==> config.mk <==
export PLATFORM = sky130hd
export DESIGN_NAME = multicycle_controller_flat
export DESIGN_NICKNAME = d
export VERILOG_FILES = /design/src/rtl/multicycle_controller_if.sv /design/src/rtl/multicycle_controller.sv /design/src/flat_wrapper.sv
export SDC_FILE = /design/constraint.sdc
export NUM_CORES = 1
export LEC_CHECK = 0
export CORE_MARGIN = 4
export CORE_UTILIZATION = 46
export CTS_CLUSTER_SIZE = 24
export DETAILED_ROUTE_END_ITERATION = 10
export GPL_TIMING_DRIVEN = 0
export PLACE_DENSITY = 0.8
export SKIP_CTS_REPAIR_TIMING = 1
export SYNTH_ARGS = -nofsm -noshare
export SYNTH_HDL_FRONTEND = slang
export SYNTH_SLANG_ARGS = --single-unit
==> constraint.sdc <==
create_clock -name clk -period 2.7 [get_ports clk]
set_clock_uncertainty 0.05 [all_clocks]
set_input_delay 0.27 -clock clk [delete_from_list [all_inputs] [get_ports clk]]
set_output_delay 0.27 -clock clk [all_outputs]
set_load 0.05 [all_outputs]
==> src/rtl/multicycle_controller_if.sv <==
// Bundles the multicycle controller's instruction-side inputs and datapath control outputs.
// master = controller, slave = datapath/IR side.
interface multicycle_controller_if;
  logic [6:0] opcode;
  logic [2:0] funct3;
  logic       zero;
  logic       lt;
  logic       mem_ready;
  logic       PCWrite;
  logic       AdrSrc;
  logic       mem_req;
  logic       MemWrite;
  logic       IRWrite;
  logic       RegWrite;
  logic [1:0] ResultSrc;
  logic [1:0] ALUSrcA;
  logic [1:0] ALUSrcB;
  logic [1:0] ALUOp;
  logic [2:0] ImmSrc;
  logic       illegal_op;

  modport master (
    input  opcode, funct3, zero, lt, mem_ready,
    output PCWrite, AdrSrc, mem_req, MemWrite, IRWrite, RegWrite,
           ResultSrc, ALUSrcA, ALUSrcB, ALUOp, ImmSrc, illegal_op
  );

  modport slave (
    output opcode, funct3, zero, lt, mem_ready,
    input  PCWrite, AdrSrc, mem_req, MemWrite, IRWrite, RegWrite,
           ResultSrc, ALUSrcA, ALUSrcB, ALUOp, ImmSrc, illegal_op
  );
endinterface

==> src/rtl/multicycle_controller.sv <==
// Main control FSM for the multicycle RV32I datapath: sequences each instruction over
// 3-5 states and stretches memory states by either mem_ready or a fixed wait count.
module multicycle_controller #(
  parameter int USE_READY = 1,
  parameter int MEM_WAIT  = 0
) (
  input  logic                    clk,
  input  logic                    rst_n,
  multicycle_controller_if.master bus
);

  typedef enum logic [3:0] {
    FETCH, DECODE, MEMADR, MEMREAD, MEMWB, MEMWRITE, EXECR,
    EXECI, ALUWB, JAL, JALRADR, BRANCH, LUI
  } state_t;

  localparam logic [6:0] OP_LOAD   = 7'b0000011;
  localparam logic [6:0] OP_STORE  = 7'b0100011;
  localparam logic [6:0] OP_RTYPE  = 7'b0110011;
  localparam logic [6:0] OP_ITYPE  = 7'b0010011;
  localparam logic [6:0] OP_JAL    = 7'b1101111;
  localparam logic [6:0] OP_JALR   = 7'b1100111;
  localparam logic [6:0] OP_BRANCH = 7'b1100011;
  localparam logic [6:0] OP_LUI    = 7'b0110111;
  localparam logic [3:0] WAIT_LIMIT = 4'(MEM_WAIT);

  state_t     state;
  state_t     next;
  logic       valid;
  logic [3:0] cnt;
  logic       done;
  logic       known_op;
  logic       take;
  logic [2:0] imm_sel;

  logic       mem_req_q;
  logic       adr_src_q;
  logic       mem_write_q;
  logic       reg_write_q;
  logic [1:0] result_src_q;
  logic [1:0] alu_src_a_q;
  logic [1:0] alu_src_b_q;
  logic [1:0] alu_op_q;

  always_comb begin
    if (USE_READY != 0) done = bus.mem_ready;
    else                done = (cnt == WAIT_LIMIT);
  end

  always_comb begin
    known_op = 1'b1;
    imm_sel  = 3'b000;
    case (bus.opcode)
      OP_LOAD, OP_RTYPE, OP_ITYPE, OP_JALR: imm_sel = 3'b000;
      OP_STORE:  imm_sel = 3'b001;
      OP_BRANCH: imm_sel = 3'b010;
      OP_JAL:    imm_sel = 3'b011;
      OP_LUI:    imm_sel = 3'b100;
      default:   known_op = 1'b0;
    endcase
  end

  always_comb begin
    case (bus.funct3)
      3'b000:  take = bus.zero;
      3'b001:  take = !bus.zero;
      3'b100:  take = bus.lt;
      3'b101:  take = !bus.lt;
      default: take = 1'b0;
    endcase
  end

  // valid stays low for one cycle after reset so the first fetch starts a cycle later.
  always_comb begin
    next = state;
    case (state)
      FETCH:    if (done) next = DECODE;
      DECODE: begin
        case (bus.opcode)
          OP_LOAD, OP_STORE: next = MEMADR;
          OP_RTYPE:          next = EXECR;
          OP_ITYPE:          next = EXECI;
          OP_JAL:            next = JAL;
          OP_JALR:           next = JALRADR;
          OP_BRANCH:         next = BRANCH;
          OP_LUI:            next = LUI;
          default:           next = FETCH;
        endcase
      end
      MEMADR:   next = (bus.opcode == OP_STORE) ? MEMWRITE : MEMREAD;
      MEMREAD:  if (done) next = MEMWB;
      MEMWB:    next = FETCH;
      MEMWRITE: if (done) next = FETCH;
      EXECR:    next = ALUWB;
      EXECI:    next = ALUWB;
      ALUWB:    next = FETCH;
      JAL:      next = ALUWB;
      JALRADR:  next = JAL;
      BRANCH:   next = FETCH;
      LUI:      next = FETCH;
      default:  next = FETCH;
    endcase
    if (!valid) next = FETCH;
  end

  // Moore outputs are registered from the decode of the next state.
  always_ff @(posedge clk or negedge rst_n) begin
    if (!rst_n) begin
      state        <= FETCH;
      valid        <= 1'b0;
      cnt          <= 4'd0;
      mem_req_q    <= 1'b0;
      adr_src_q    <= 1'b0;
      mem_write_q  <= 1'b0;
      reg_write_q  <= 1'b0;
      result_src_q <= 2'b00;
      alu_src_a_q  <= 2'b00;
      alu_src_b_q  <= 2'b00;
      alu_op_q     <= 2'b00;
    end else begin
      valid        <= 1'b1;
      state        <= next;
      cnt          <= (!valid || next != state) ? 4'd0 : cnt + 4'd1;
      mem_req_q    <= 1'b0;
      adr_src_q    <= 1'b0;
      mem_write_q  <= 1'b0;
      reg_write_q  <= 1'b0;
      result_src_q <= 2'b00;
      alu_src_a_q  <= 2'b00;
      alu_src_b_q  <= 2'b00;
      alu_op_q     <= 2'b00;
      case (next)
        FETCH: begin
          mem_req_q    <= 1'b1;
          result_src_q <= 2'b10;
          alu_src_b_q  <= 2'b10;
        end
        DECODE: begin
          alu_src_a_q <= 2'b01;
          alu_src_b_q <= 2'b01;
        end
        MEMADR, EXECI, JALRADR: begin
          alu_src_a_q <= 2'b10;
          alu_src_b_q <= 2'b01;
          if (next == EXECI) alu_op_q <= 2'b11;
        end
        MEMREAD: begin
          mem_req_q <= 1'b1;
          adr_src_q <= 1'b1;
        end
        MEMWB: begin
          result_src_q <= 2'b01;
          reg_write_q  <= 1'b1;
        end
        MEMWRITE: begin
          mem_req_q   <= 1'b1;
          adr_src_q   <= 1'b1;
          mem_write_q <= 1'b1;
        end
        EXECR: begin
          alu_src_a_q <= 2'b10;
          alu_op_q    <= 2'b10;
        end
        ALUWB:  reg_write_q <= 1'b1;
        JAL: begin
          alu_src_a_q <= 2'b01;
          alu_src_b_q <= 2'b10;
        end
        BRANCH: begin
          alu_src_a_q <= 2'b10;
          alu_op_q    <= 2'b01;
        end
        LUI: begin
          result_src_q <= 2'b11;
          reg_write_q  <= 1'b1;
        end
        default: ;
      endcase
    end
  end

  assign bus.mem_req    = mem_req_q;
  assign bus.AdrSrc     = adr_src_q;
  assign bus.MemWrite   = mem_write_q;
  assign bus.RegWrite   = reg_write_q;
  assign bus.ResultSrc  = result_src_q;
  assign bus.ALUSrcA    = alu_src_a_q;
  assign bus.ALUSrcB    = alu_src_b_q;
  assign bus.ALUOp      = alu_op_q;
  assign bus.IRWrite    = valid && (state == FETCH) && done;
  assign bus.PCWrite    = valid && (((state == FETCH) && done) || (state == JAL) ||
                                     ((state == BRANCH) && take));
  assign bus.illegal_op = valid && (state == DECODE) && !known_op;
  assign bus.ImmSrc     = valid ? imm_sel : 3'b000;

endmodule

==> src/flat_wrapper.sv <==
// flat-port wrapper written by rule: the top's interface ports become plain ports
module multicycle_controller_flat 
#(
  parameter int USE_READY = 1,
  parameter int MEM_WAIT  = 0
)
  (clk, rst_n, bus_opcode, bus_funct3, bus_zero, bus_lt, bus_mem_ready, bus_PCWrite, bus_AdrSrc, bus_mem_req, bus_MemWrite, bus_IRWrite, bus_RegWrite, bus_ResultSrc, bus_ALUSrcA, bus_ALUSrcB, bus_ALUOp, bus_ImmSrc, bus_illegal_op);
  multicycle_controller_if bus_i ();
  input  logic clk;
  input  logic rst_n;
  input wire logic [$bits(bus_i.opcode)-1:0] bus_opcode;
  input wire logic [$bits(bus_i.funct3)-1:0] bus_funct3;
  input wire logic [$bits(bus_i.zero)-1:0] bus_zero;
  input wire logic [$bits(bus_i.lt)-1:0] bus_lt;
  input wire logic [$bits(bus_i.mem_ready)-1:0] bus_mem_ready;
  output wire logic [$bits(bus_i.PCWrite)-1:0] bus_PCWrite;
  output wire logic [$bits(bus_i.AdrSrc)-1:0] bus_AdrSrc;
  output wire logic [$bits(bus_i.mem_req)-1:0] bus_mem_req;
  output wire logic [$bits(bus_i.MemWrite)-1:0] bus_MemWrite;
  output wire logic [$bits(bus_i.IRWrite)-1:0] bus_IRWrite;
  output wire logic [$bits(bus_i.RegWrite)-1:0] bus_RegWrite;
  output wire logic [$bits(bus_i.ResultSrc)-1:0] bus_ResultSrc;
  output wire logic [$bits(bus_i.ALUSrcA)-1:0] bus_ALUSrcA;
  output wire logic [$bits(bus_i.ALUSrcB)-1:0] bus_ALUSrcB;
  output wire logic [$bits(bus_i.ALUOp)-1:0] bus_ALUOp;
  output wire logic [$bits(bus_i.ImmSrc)-1:0] bus_ImmSrc;
  output wire logic [$bits(bus_i.illegal_op)-1:0] bus_illegal_op;
  assign bus_i.opcode = bus_opcode;
  assign bus_i.funct3 = bus_funct3;
  assign bus_i.zero = bus_zero;
  assign bus_i.lt = bus_lt;
  assign bus_i.mem_ready = bus_mem_ready;
  assign bus_PCWrite = bus_i.PCWrite;
  assign bus_AdrSrc = bus_i.AdrSrc;
  assign bus_mem_req = bus_i.mem_req;
  assign bus_MemWrite = bus_i.MemWrite;
  assign bus_IRWrite = bus_i.IRWrite;
  assign bus_RegWrite = bus_i.RegWrite;
  assign bus_ResultSrc = bus_i.ResultSrc;
  assign bus_ALUSrcA = bus_i.ALUSrcA;
  assign bus_ALUSrcB = bus_i.ALUSrcB;
  assign bus_ALUOp = bus_i.ALUOp;
  assign bus_ImmSrc = bus_i.ImmSrc;
  assign bus_illegal_op = bus_i.illegal_op;
  multicycle_controller #(.USE_READY(USE_READY), .MEM_WAIT(MEM_WAIT)) u_core (.clk(clk), .rst_n(rst_n), .bus(bus_i));
endmodule
# Yosys cells after proc, flatten, opt, wreduce, memory -nomap -nowiden
# Index checks and enable logic that the tools add are counted.
[classes]
n_eq_ne = 32
mux = 20
n_reduce_logical = 26
[op_table]
columns = ["operator", "count"]
rows = [
  ["$pmux W4 S7", 2],
  ["$eq A4 B4 Y1 const B", 8],
  ["$eq A4 B3 Y1 const B", 7],
  ["$eq A7 B6 Y1 const B", 3],
  ["$eq A7 B7 Y1 const B", 3],
  ["$eq A4 B2 Y1 const B", 4],
  ["$mux W4", 4],
  ["$pmux W2 S3", 2],
  ["$pmux W3 S4", 1],
  ["$reduce_or A3 Y1", 4],
  ["$eq A4 B1 Y1 const B", 2],
  ["$logic_not A4 Y1", 2],
  ["$pmux W2 S2", 2],
  ["$reduce_or A2 Y1", 4],
  ["$reduce_or A8 Y1", 1],
  ["$eq A7 B2 Y1 const B", 1],
  ["$eq A7 B5 Y1 const B", 1],
  ["$logic_and A1 B1 Y1", 7],
  ["$eq A3 B3 Y1 const B", 2],
  ["$mux W3", 2],
  ["$mux W1", 5],
  ["$reduce_or A5 Y1", 1],
  ["$pmux W1 S4", 1],
  ["$reduce_or A4 Y1", 1],
  ["other kinds (5)", 8],
]
[totals]
ff_bits = 17
in_bits = 15

# Logic depth before layout (Yosys ltp)
# Gate-level depths: netlist (run 1).
[depth]
ltp_word = 8
ltp_mapped = 7
mapped_depth_nobuf = 6

# Worst setup path before layout (run 1)
# No wires, ideal clock.
[synth_timing]
path_type = "reg-to-output"
startpoint = "register u_core.state[2]"
endpoint = "output bus_IRWrite"
t_arrival_ns = 2.426
required_ns = 2.380
slack_ns = -0.046
stages_incl_launch_ff = 7
path_buffers = 1
path_cell_list = "dfrtp_1 buf_2 nor3b_1 o211a_1 a211oi_4 nand2_1 nor3_1"
[synth_via]
elab_chain_len = 3
[synth_lines]
columns = ["element", "line", "text"]
rows = [
  ["start, declared", "multicycle_controller.sv:27", "state_t state;"],
  ["start signal, assigned", "multicycle_controller.sv:122", "state <= next;"],
  ["$logic_not A4 Y1", "multicycle_controller.sv:190", "assign bus.IRWrite = valid && (state == FETCH) && done;"],
  ["$logic_and A1 B1 Y1 (2 in series)", "multicycle_controller.sv:190", ""],
  ["end, declared", "flat_wrapper.sv:20", "output wire logic [$bits(bus_i.IRWrite)-1:0] bus_IRWrite;"],
]
# Every way passes these cells.

==> flow_summary_export.csv, run 1 <==
group,metric,value,unit
outcome,outcome,"finished clean",
placed_design,io_buffer_count,32,
final_layout,final_nets,172,
final_layout,final_cell_mix,"26 x clkdlybuf4s50_1, 17 x dfrtp_1, 11 x nand2_1, 10 x nor2_1",
worst_setup_path,cp.arrival,2.31,ns
logic_synthesis,ys_ff_latch,17,
pwr,power.leakage,0.679,nW
logic_synthesis,synth_edf_count,0,
floorplan,dieArea,3270,µm²
grt,grt_pass1_wl,4220,µm
sta,relSlewSlack,52.2,%
final_layout,fin_util,67.8,%
grt,grt-busiest-layer,"met2",
cts,clkSinkCount,17,
worst_setup_path,crit_type,"input pin to primary output",
placed_design,place.gp.congestion,0.840,
cts,cts_root_buf,"clkbuf_4",
worst_hold_path,min-delay-path-class,"input pin to async pin",
cts,h-tree-depth,1,
floorplan,initial_core_util,49.4,%
sta,final-hold-violation-count,0,
cts,clock_latency,0.29,ns
job,maxCapViolCount,0,
cts,clockBufferDepth,2,
routing,drt-total-wl,2570,µm
sta,whs,0.352,ns
routing,drtIter0Drc,25,
floorplan,ios,33,
final_layout,drive_above_1_share,10.9,%
routing,num_vias,1037,
worst_setup_path,path_max_fanout,8,
floorplan,dieHeight,57.2,µm
sta,final.setup.tns,0,ns
logic_synthesis,syn_area,1110,µm²
routing,ant_nets,0,
sta,fmax,0.381,GHz
routing,wl_per_cell,14.0,µm
placed_design,hpwl,1980,µm
sta,finalSetupViolations,0,
grt,grt_usage,16.3,%
sta,rsz0062_at_grt,"true",
final_layout,diodes,0,
cts,cts_buffers,3,
grt,grt_use_met1,17.1,%
logic_synthesis,avgSynthCellArea,9.28,µm²
logic_synthesis,yosysUniqueCellTypes,49,
grt,grt_overflow_total,0,
grt,antenna_found_initial,0,
worst_setup_path,max_stage_delay,0.53,ns
worst_setup_path,startpoint_type,"input pin",
logic_synthesis,ys_warn_count,0,
sta,fin_crit_sh,97.3,%
worst_setup_path,r2r.worst_path.cells,7,
sta,drv_slew,0,
worst_setup_path,cp_data_required_time,2.38,ns
worst_setup_path,path_cells,"clkdlybuf4s50_1 > or3b_1 > a221o_1 > a211oi_4 > nor3_2 > buf_4",
logic_synthesis,synth_flop_cell,"dfrtp_1",
sta,tightest_slew,0.715,ns
pwr,powerDensity,343,nW/µm²
routing,drtPass1Iterations,4,
worst_setup_path,cp-end-kind,"primary output",
routing,drc,0,
routing,viasPerCell,5.64,
worst_setup_path,cp_slowest_cell,"clkdlybuf4s50_1",
logic_synthesis,syn_nets,135,
grt,gr-usage-met3,5.66,%
pwr,ir_drop,0.339,mV
floorplan,num_rows,17,
cts,cts_tree,"yes",
final_layout,layout_commonest_cell,"clkdlybuf4s50_1",
floorplan,fp.coreArea,2250,µm²
logic_synthesis,ys_seq_area_share,38.2,%
logic_synthesis,synthArstFlopShare,100,%
floorplan,dieWidth,57.2,µm
sta,fin_crit,2.63,ns
cts,clk_pin_slew,0.09,ns
pwr,power,0.524,mW
grt,use_met2,30.0,%
logic_synthesis,syn_inst,120,
grt,grt_pass1_vias,1041,
grt,grt_max_degree,18,
final_layout,area_growth_syn_to_layout,37.2,%
==> per-stage QoR <==
stage | std cells | cell area, µm² | setup WS, ns
global placement | 180 | 1470 | -0.584
finish | 184 | 1530 | 0.0739
CTS | 184 | 1500 | -0.613
detailed placement | 180 | 1470 | -0.594
floorplan | 120 | 1120 | 0.370
global route | 184 | 1530 | -0.0566
==> state kept, by name (all words and copies together) (netlist names) <==
| signal | flops |
|---|---|
| u_core.bus.ALUSrcA | 2 |
| u_core.valid | 1 |
| u_core.bus.ResultSrc | 2 |
| u_core.bus.ALUSrcB | 2 |
| u_core.bus.MemWrite | 1 |
| u_core.state | 4 |
| u_core.bus.RegWrite | 1 |
| u_core.bus.mem_req | 1 |
| u_core.bus.ALUOp | 2 |
| u_core.bus.AdrSrc | 1 |
==> logic make-up (layout without fill, tap and decap cells) <==
family                    Yosys count  in the layout  share of synthesized area, %
other                               1              1                         0.337
buffers and inverters              12             48                          4.27
AOI/OAI and AO/OA                  23             23                          18.2
muxes                               1              1                         0.899
xor gates and xnor gates            6              6                          4.72
DFF                                17             17                          38.2
and+or+nand+nor                    60             60                          33.4
==> synth_stat cells (2+ instances only) <==
cell / number / share of area [%]
xnor2_1: 5 / 3.9
nand2b_1: 2 / 1.1
nor2b_1: 2 / 1.1
buf_2: 2 / 0.90
dfrtp_1: 17 / 38
nor3b_2: 2 / 2.2
inv_1: 5 / 1.7
and3_1: 2 / 1.1
nor3b_1: 2 / 1.3
or3b_1: 2 / 1.6
nor2_1: 10 / 3.4
nand4_1: 3 / 1.7
o21ai_1: 5 / 2.2
a211oi_4: 2 / 3.6
clkbuf_1: 4 / 1.3
and4_2: 2 / 1.8
and2_1: 2 / 1.1
nand2_1: 11 / 3.7
nor3_1: 5 / 2.2
o211a_1: 2 / 1.8
nand3_1: 4 / 1.8
nor4b_1: 2 / 1.6
==> where the power goes <==
part           switching [mW]  total [mW]  internal (mW)
combinational          0.0733       0.126         0.0525
clock                  0.0749       0.132         0.0575
sequential            0.00468       0.266          0.261
total                   0.153       0.524          0.371
==> area by class of cell <==
cell class | count | area [µm²]
inverters | 6 | 22.5
repair buffers | 32 | 330
flip-flops and latches | 17 | 425
clock buffers | 4 | 26.3
plain buffers | 6 | 27.5
multi-input cells | 91 | 661
well taps | 28 | 35.0
fillers | 189 | 727
==> worst max-delay path, delay by kind of cell <==
family / cells / cell delay [ns]
compound gates: 2 / 0.81
simple gates: 2 / 0.49
buf+inv: 2 / 0.73
==> worst paths after layout <==
path / from / to / slack, ns
max: bus_opcode[4] / bus_IRWrite / 0.07
min: rst_n / u_core.state[3]$_DFF_PN0_ / 0.35
max reg2reg: u_core.state[3]$_DFF_PN0_ / u_core.bus.MemWrite$_DFF_PN0_ / 0.59
min reg2reg: u_core.valid$_DFF_PN0_ / u_core.bus.RegWrite$_DFF_PN0_ / 0.74
max in group asynchronous: rst_n / u_core.bus.MemWrite$_DFF_PN0_ / 1.80
min in group clk: bus_opcode[6] / u_core.bus.mem_req$_DFF_PN0_ / 0.65
==> metal layers <==
layer / share of wire [%] / vias up
li1: - / 508
met1: 43 / 493
met2: 50 / 30
met3: 5.4 / 6
met4: 1.6 / 0
met5: 0 / -
Power figures use the tool's default switching activity.
==> run 2, diff against run 1 <==
--- a/config.mk
+++ b/config.mk
@@ -9,7 +9,6 @@
 export CORE_UTILIZATION = 46
 export CTS_CLUSTER_SIZE = 24
 export DETAILED_ROUTE_END_ITERATION = 10
-export GPL_TIMING_DRIVEN = 0
 export PLACE_DENSITY = 0.8
 export SKIP_CTS_REPAIR_TIMING = 1
 export SYNTH_ARGS = -nofsm -noshare
==> flow_summary_export.csv, run 2 (synthesized netlist as in run 1, its figures left out) <==
group,metric,value,unit
final_layout,layout_commonest_cell,"clkdlybuf4s50_1",
floorplan,dieArea,3270,µm²
pwr,power,0.539,mW
worst_setup_path,cp_slowest_cell,"dfrtp_2",
cts,clockBufferDepth,2,
sta,tightest_slew,0.724,ns
grt,grt_pass1_vias,988,
job,maxCapViolCount,0,
grt,antenna_found_initial,0,
routing,viasPerCell,5.69,
pwr,power.leakage,0.641,nW
worst_setup_path,cp_top_family,"simple AND/OR/NAND/NOR gates",
worst_setup_path,path_cells,"nor4b_4 > nand4_1 > nand4_1 > nand2_1 > nor3_2 > buf_12",
routing,ant_nets,0,
final_layout,largest_register_ff_count,4,
sta,final.setup.tns,0,ns
final_layout,final_cell_mix,"26 x clkdlybuf4s50_1, 14 x dfrtp_1, 11 x nand2_1, 10 x nor2_1, 8 x buf_4",
sta,fin_crit_sh,97.7,%
placed_design,hpwl,2030,µm
worst_setup_path,cp-end-kind,"primary output",
sta,relSlewSlack,51.6,%
worst_setup_path,cp.arrival,2.32,ns
routing,drtPass1Iterations,5,
cts,cts_tree,"yes",
final_layout,diodes,0,
sta,fin_crit,2.64,ns
sta,drv_slew,0,
pwr,powerDensity,350,nW/µm²
worst_setup_path,max_stage_delay,0.50,ns
floorplan,num_rows,17,
cts,clkSinkCount,17,
routing,drt-total-wl,2670,µm
pwr,ir_drop,0.402,mV
outcome,outcome,"finished clean",
final_layout,final_nets,170,
floorplan,fp.coreArea,2250,µm²
cts,cts_buffers,3,
cts,cts_root_buf,"clkbuf_4",
worst_setup_path,crit_type,"flip-flop to primary output",
routing,num_vias,1036,
cts,h-tree-depth,1,
worst_hold_path,min-delay-path-class,"input pin to async pin",
floorplan,initial_core_util,49.4,%
worst_setup_path,path_max_fanout,11,
grt,grt_overflow_total,0,
sta,finalSetupViolations,0,
sta,fmax,0.379,GHz
cts,clock_latency,0.29,ns
worst_setup_path,startpoint_type,"flip-flop",
placed_design,place.gp.congestion,0.785,
final_layout,fin_util,68.3,%
cts,clk_pin_slew,0.10,ns
routing,drtIter0Drc,37,
sta,final-hold-violation-count,0,
placed_design,io_buffer_count,32,
final_layout,drive_above_1_share,18.8,%
routing,wl_per_cell,14.7,µm
worst_setup_path,cpMostUsedCell,"nand4_1",
routing,drc,0,
final_layout,area_growth_syn_to_layout,38.2,%
floorplan,ios,33,
worst_setup_path,cp_data_required_time,2.38,ns
worst_setup_path,cp_num_buf_inv,1,
grt,grt_max_degree,18,
floorplan,dieHeight,57.2,µm
floorplan,dieWidth,57.2,µm
grt,grt_pass1_wl,4370,µm
placed_design,place_ws,0.0657,ns
grt,grt_usage,16.9,%
final_layout,regMostFlops,"u_core.state",
sta,setup_ws,0.0630,ns
[run 2: cell types whose count changed in the layout (fill, tap and decap cells not counted)]
cell            change
buf_4               +7
clkbuf_1            -5
dlymetal6s2s_1      -5
dfrtp_1             -3
dfrtp_2             +3
buf_12              +2
buf_2               -1
clkbuf_4            -1
clkinv_2            +1
or4_1               -1
or4_4               +1
[run 2: layout make-up]
class                   instances  area [µm²]
fillers                       201         716
multi-input cells              91         664
flip-flops and latches         17         429
repair buffers                 36         360
well taps                      28        35.0
clock buffers                   3        22.5
inverters                       6        22.5
clock inverters                 1        5.00
[run 2: path summary, 6_finish.rpt]
| kind | cells past startpoint | startpoint | slack, ns | endpoint |
|---|---|---|---|---|
| min in group clk | 2 | u_core.valid$_DFF_PN0_ | 0.70 | u_core.bus.RegWrite$_DFF_PN0_ |
| setup / recovery | 6 | u_core.state[3]$_DFF_PN0_ | 0.06 | bus_IRWrite |
| max in group asynchronous | 1 | rst_n | 1.75 | u_core.state[3]$_DFF_PN0_ |
| hold / removal | 1 | rst_n | 0.35 | u_core.bus.ALUSrcA[1]$_DFF_PN0_ |
| hold reg to reg | 2 | u_core.valid$_DFF_PN0_ | 0.70 | u_core.bus.RegWrite$_DFF_PN0_ |
| setup reg to reg | 7 | u_core.state[0]$_DFF_PN0_ | 0.61 | u_core.bus.AdrSrc$_DFF_PN0_ |
[run 2: worst register-to-register path, stage by stage (launching register included)]
cell and delay (ns):
dfrtp_1 0.41, buf_4 0.19, nor4b_2 0.42, o21ai_1 0.16, a32o_1 0.26, buf_4 0.18
xnor2_1 0.12, nor3_1 0.20
[run 2: metrics by stage]
| stage | std cells | hold WS [ns] | instance area [µm²] |
|---|---|---|---|
| floorplan | 120 | -0.0756 | 1120 |
| global placement | 178 | 0.672 | 1490 |
| detailed placement | 178 | 0.694 | 1490 |
| CTS | 182 | 0.378 | 1520 |
| global route | 182 | 0.411 | 1540 |
| finish | 182 | 0.347 | 1540 |
[run 2: layer usage]
metal	vias up	share of wire, %	global-route usage (%)
li1	510	-	-
met1	479	42	19.8
met2	41	49	29.5
met3	6	7.4	4.75
met4	0	1.4	5.96
met5	-	0	0
[run 2: power breakdown]
part	internal (mW)	leakage [nW]	total, mW	switching (mW)
sequential	0.261	0.216	0.265	0.00412
clock	0.0552	0.0177	0.138	0.0826
combinational	0.0585	0.407	0.135	0.0768
==> run 3, diff against run 2 <==
--- a/config.mk
+++ b/config.mk
@@ -5,7 +5,7 @@
 export SDC_FILE = /design/constraint.sdc
 export NUM_CORES = 1
 export LEC_CHECK = 0
-export CORE_MARGIN = 4
+export CORE_MARGIN = 2
 export CORE_UTILIZATION = 46
 export CTS_CLUSTER_SIZE = 24
 export DETAILED_ROUTE_END_ITERATION = 10
==> flow_summary_export.csv, run 3 (synthesized netlist as in run 1, its figures left out) <==
group,metric,value,unit
cts,clkSinkCount,17,
pwr,internal_power,0.377,mW
routing,num_vias,1049,
worst_setup_path,cp-end-kind,"primary output",
sta,relSlewSlack,50.4,%
floorplan,dieHeight,53.2,µm
routing,ant_nets,0,
cts,h-tree-depth,1,
final_layout,drive_above_1_share,21.4,%
worst_setup_path,cp_data_required_time,2.38,ns
worst_setup_path,crit_type,"input pin to primary output",
worst_setup_path,worstReg2RegStart,"u_core.state[0]$_DFF_PN0_",
final_layout,layout_commonest_cell,"clkdlybuf4s50_1",
final_layout,regMostFlops,"u_core.state",
routing,highest_layer,"met4",
routing,wl_met3,151,µm
grt,grt_pass1_wl,4250,µm
routing,wl_met1,1130,µm
pwr,p_switching,0.163,mW
pwr,ir_drop,0.422,mV
final_layout,area_growth_syn_to_layout,42.0,%
sta,final-hold-violation-count,0,
routing,viasPerCell,5.61,
cts,cts_tree,"yes",
floorplan,fp.coreArea,2250,µm²
placed_design,hpwl,2060,µm
outcome,outcome,"finished clean",
final_layout,diodes,0,
cts,clock_latency,0.30,ns
worst_setup_path,r2r-end,"u_core.bus.ALUSrcB[0]$_DFF_PN0_",
floorplan,dieWidth,53.2,µm
pwr,pwr-share-comb,25.6,%
worst_setup_path,cp.arrival,2.25,ns
job,maxCapViolCount,0,
worst_setup_path,r2r_setup_slack,0.59,ns
final_layout,largest_register_ff_count,4,
pwr,p_sw_share,30.1,%
worst_hold_path,min-delay-path-class,"input pin to async pin",
pwr,powerDensity,341,nW/µm²
final_layout,final_cells,187,
worst_setup_path,path_max_fanout,7,
worst_setup_path,r2r.worst_path.cells,7,
placed_design,io_buffer_count,32,
cts,cts_root_buf,"clkbuf_4",
grt,grt_overflow_total,0,
grt,grt_usage,20.9,%
sta,tightest_slew,0.742,ns
sta,fin_crit_sh,95.2,%
worst_setup_path,crit_start,"bus_opcode[2]",
floorplan,dieArea,2830,µm²
pwr,power,0.540,mW
sta,rsz0062_at_grt,"false",
cts,cts_buffers,3,
floorplan,ios,33,
cts,clockBufferDepth,2,
pwr,pwr-share-clk,25.3,%
floorplan,num_rows,17,
routing,dr_wl_met2,1510,µm
sta,drv_slew,0,
worst_setup_path,startpoint_type,"input pin",
final_layout,regArea,429,µm²
worst_setup_path,cp-endpoint,"bus_IRWrite",
sta,final.setup.tns,0,ns
sta,fin_crit,2.57,ns
grt,grt_pass1_vias,972,
routing,drtIter0Drc,24,
grt,antenna_found_initial,0,
routing,drtPass1Iterations,4,
placed_design,post-place-cells,180,
pwr,power.leakage,0.663,nW
routing,wl_per_cell,15.0,µm
placed_design,place.gp.congestion,0.838,
final_layout,final_cell_mix,"26 x clkdlybuf4s50_1, 14 x dfrtp_1, 13 x buf_4, 10 x nor2_1, 10 x nand2_1",
routing,drc,0,
final_layout,final_nets,175,
grt,grt_max_degree,18,
routing,drt-total-wl,2810,µm
cts,clk_pin_slew,0.10,ns
final_layout,fill_cells,183,
sta,fmax,0.389,GHz
floorplan,initial_core_util,49.4,%
sta,finalSetupViolations,0,
pwr,p_seq_share,49.2,%
final_layout,multiInputGateArea,669,µm²
run 3: how the worst min path moves through the flow:
| stage | startpoint | end | slack, ns | cells past startpoint |
|---|---|---|---|---|
| after CTS | rst_n | u_core.bus.RegWrite$_DFF_PN0_ | 0.37 | 1 |
| final | rst_n | u_core.bus.RegWrite$_DFF_PN0_ | 0.35 | 1 |
| after detailed placement | rst_n | u_core.bus.RegWrite$_DFF_PN0_ | 0.70 | 1 |
| after floorplan | rst_n | u_core.bus.ALUOp[0]$_DFF_PN0_ | -0.08 | 0 |
| after global routing | rst_n | u_core.bus.MemWrite$_DFF_PN0_ | 0.41 | 1 |
| after global placement | rst_n | u_core.bus.RegWrite$_DFF_PN0_ | 0.68 | 1 |
run 3: critical path, stage by stage:
cell and delay [ns]:
clkdlybuf4s50_1 0.51, or4_1 0.60, o21ai_1 0.21, a32o_1 0.20, nand2_1 0.12, nor3_4 0.18
buf_12 0.16
run 3: routing by layer:
metal	vias up	global-route usage (%)
met5	-	0
met2	35	34.0
met4	0	8.12
li1	520	-
met1	490	25.7
met3	4	6.50
run 3: layout make-up:
cell class / instances / share of cell area, %
Timing Repair Buffer: 41 / 25.2
Tap cell: 28 / 2.22
Clock inverter: 1 / 0.316
Inverter: 6 / 1.42
Clock buffer: 3 / 1.42
Multi-Input combinational cell: 91 / 42.3
Sequential cell: 17 / 27.1
run 3: per-stage QoR:
stage / worst slack, ns / hold WS, ns / instance area (µm²) / util [%]
after floorplan: 0.370 / -0.0756 / 1120 / -
after global placement: 0.184 / 0.677 / 1500 / 66.7
after detailed placement: 0.139 / 0.695 / 1500 / 66.7
after CTS: -0.0183 / 0.369 / 1530 / 67.9
after global routing: 0.0194 / 0.413 / 1580 / 70.1
final: 0.129 / 0.351 / 1580 / 70.1
run 3: power groups by stage:
stage          clock [mW]  sequential, mW  combinational [mW]
2_1_floorplan           0           0.288              0.0529
3_5_place_dp            0           0.270               0.134
6_report            0.136           0.265               0.138
5_1_grt             0.149           0.266               0.148
4_1_cts             0.141           0.265               0.135
3_3_place_gp            0           0.270               0.132
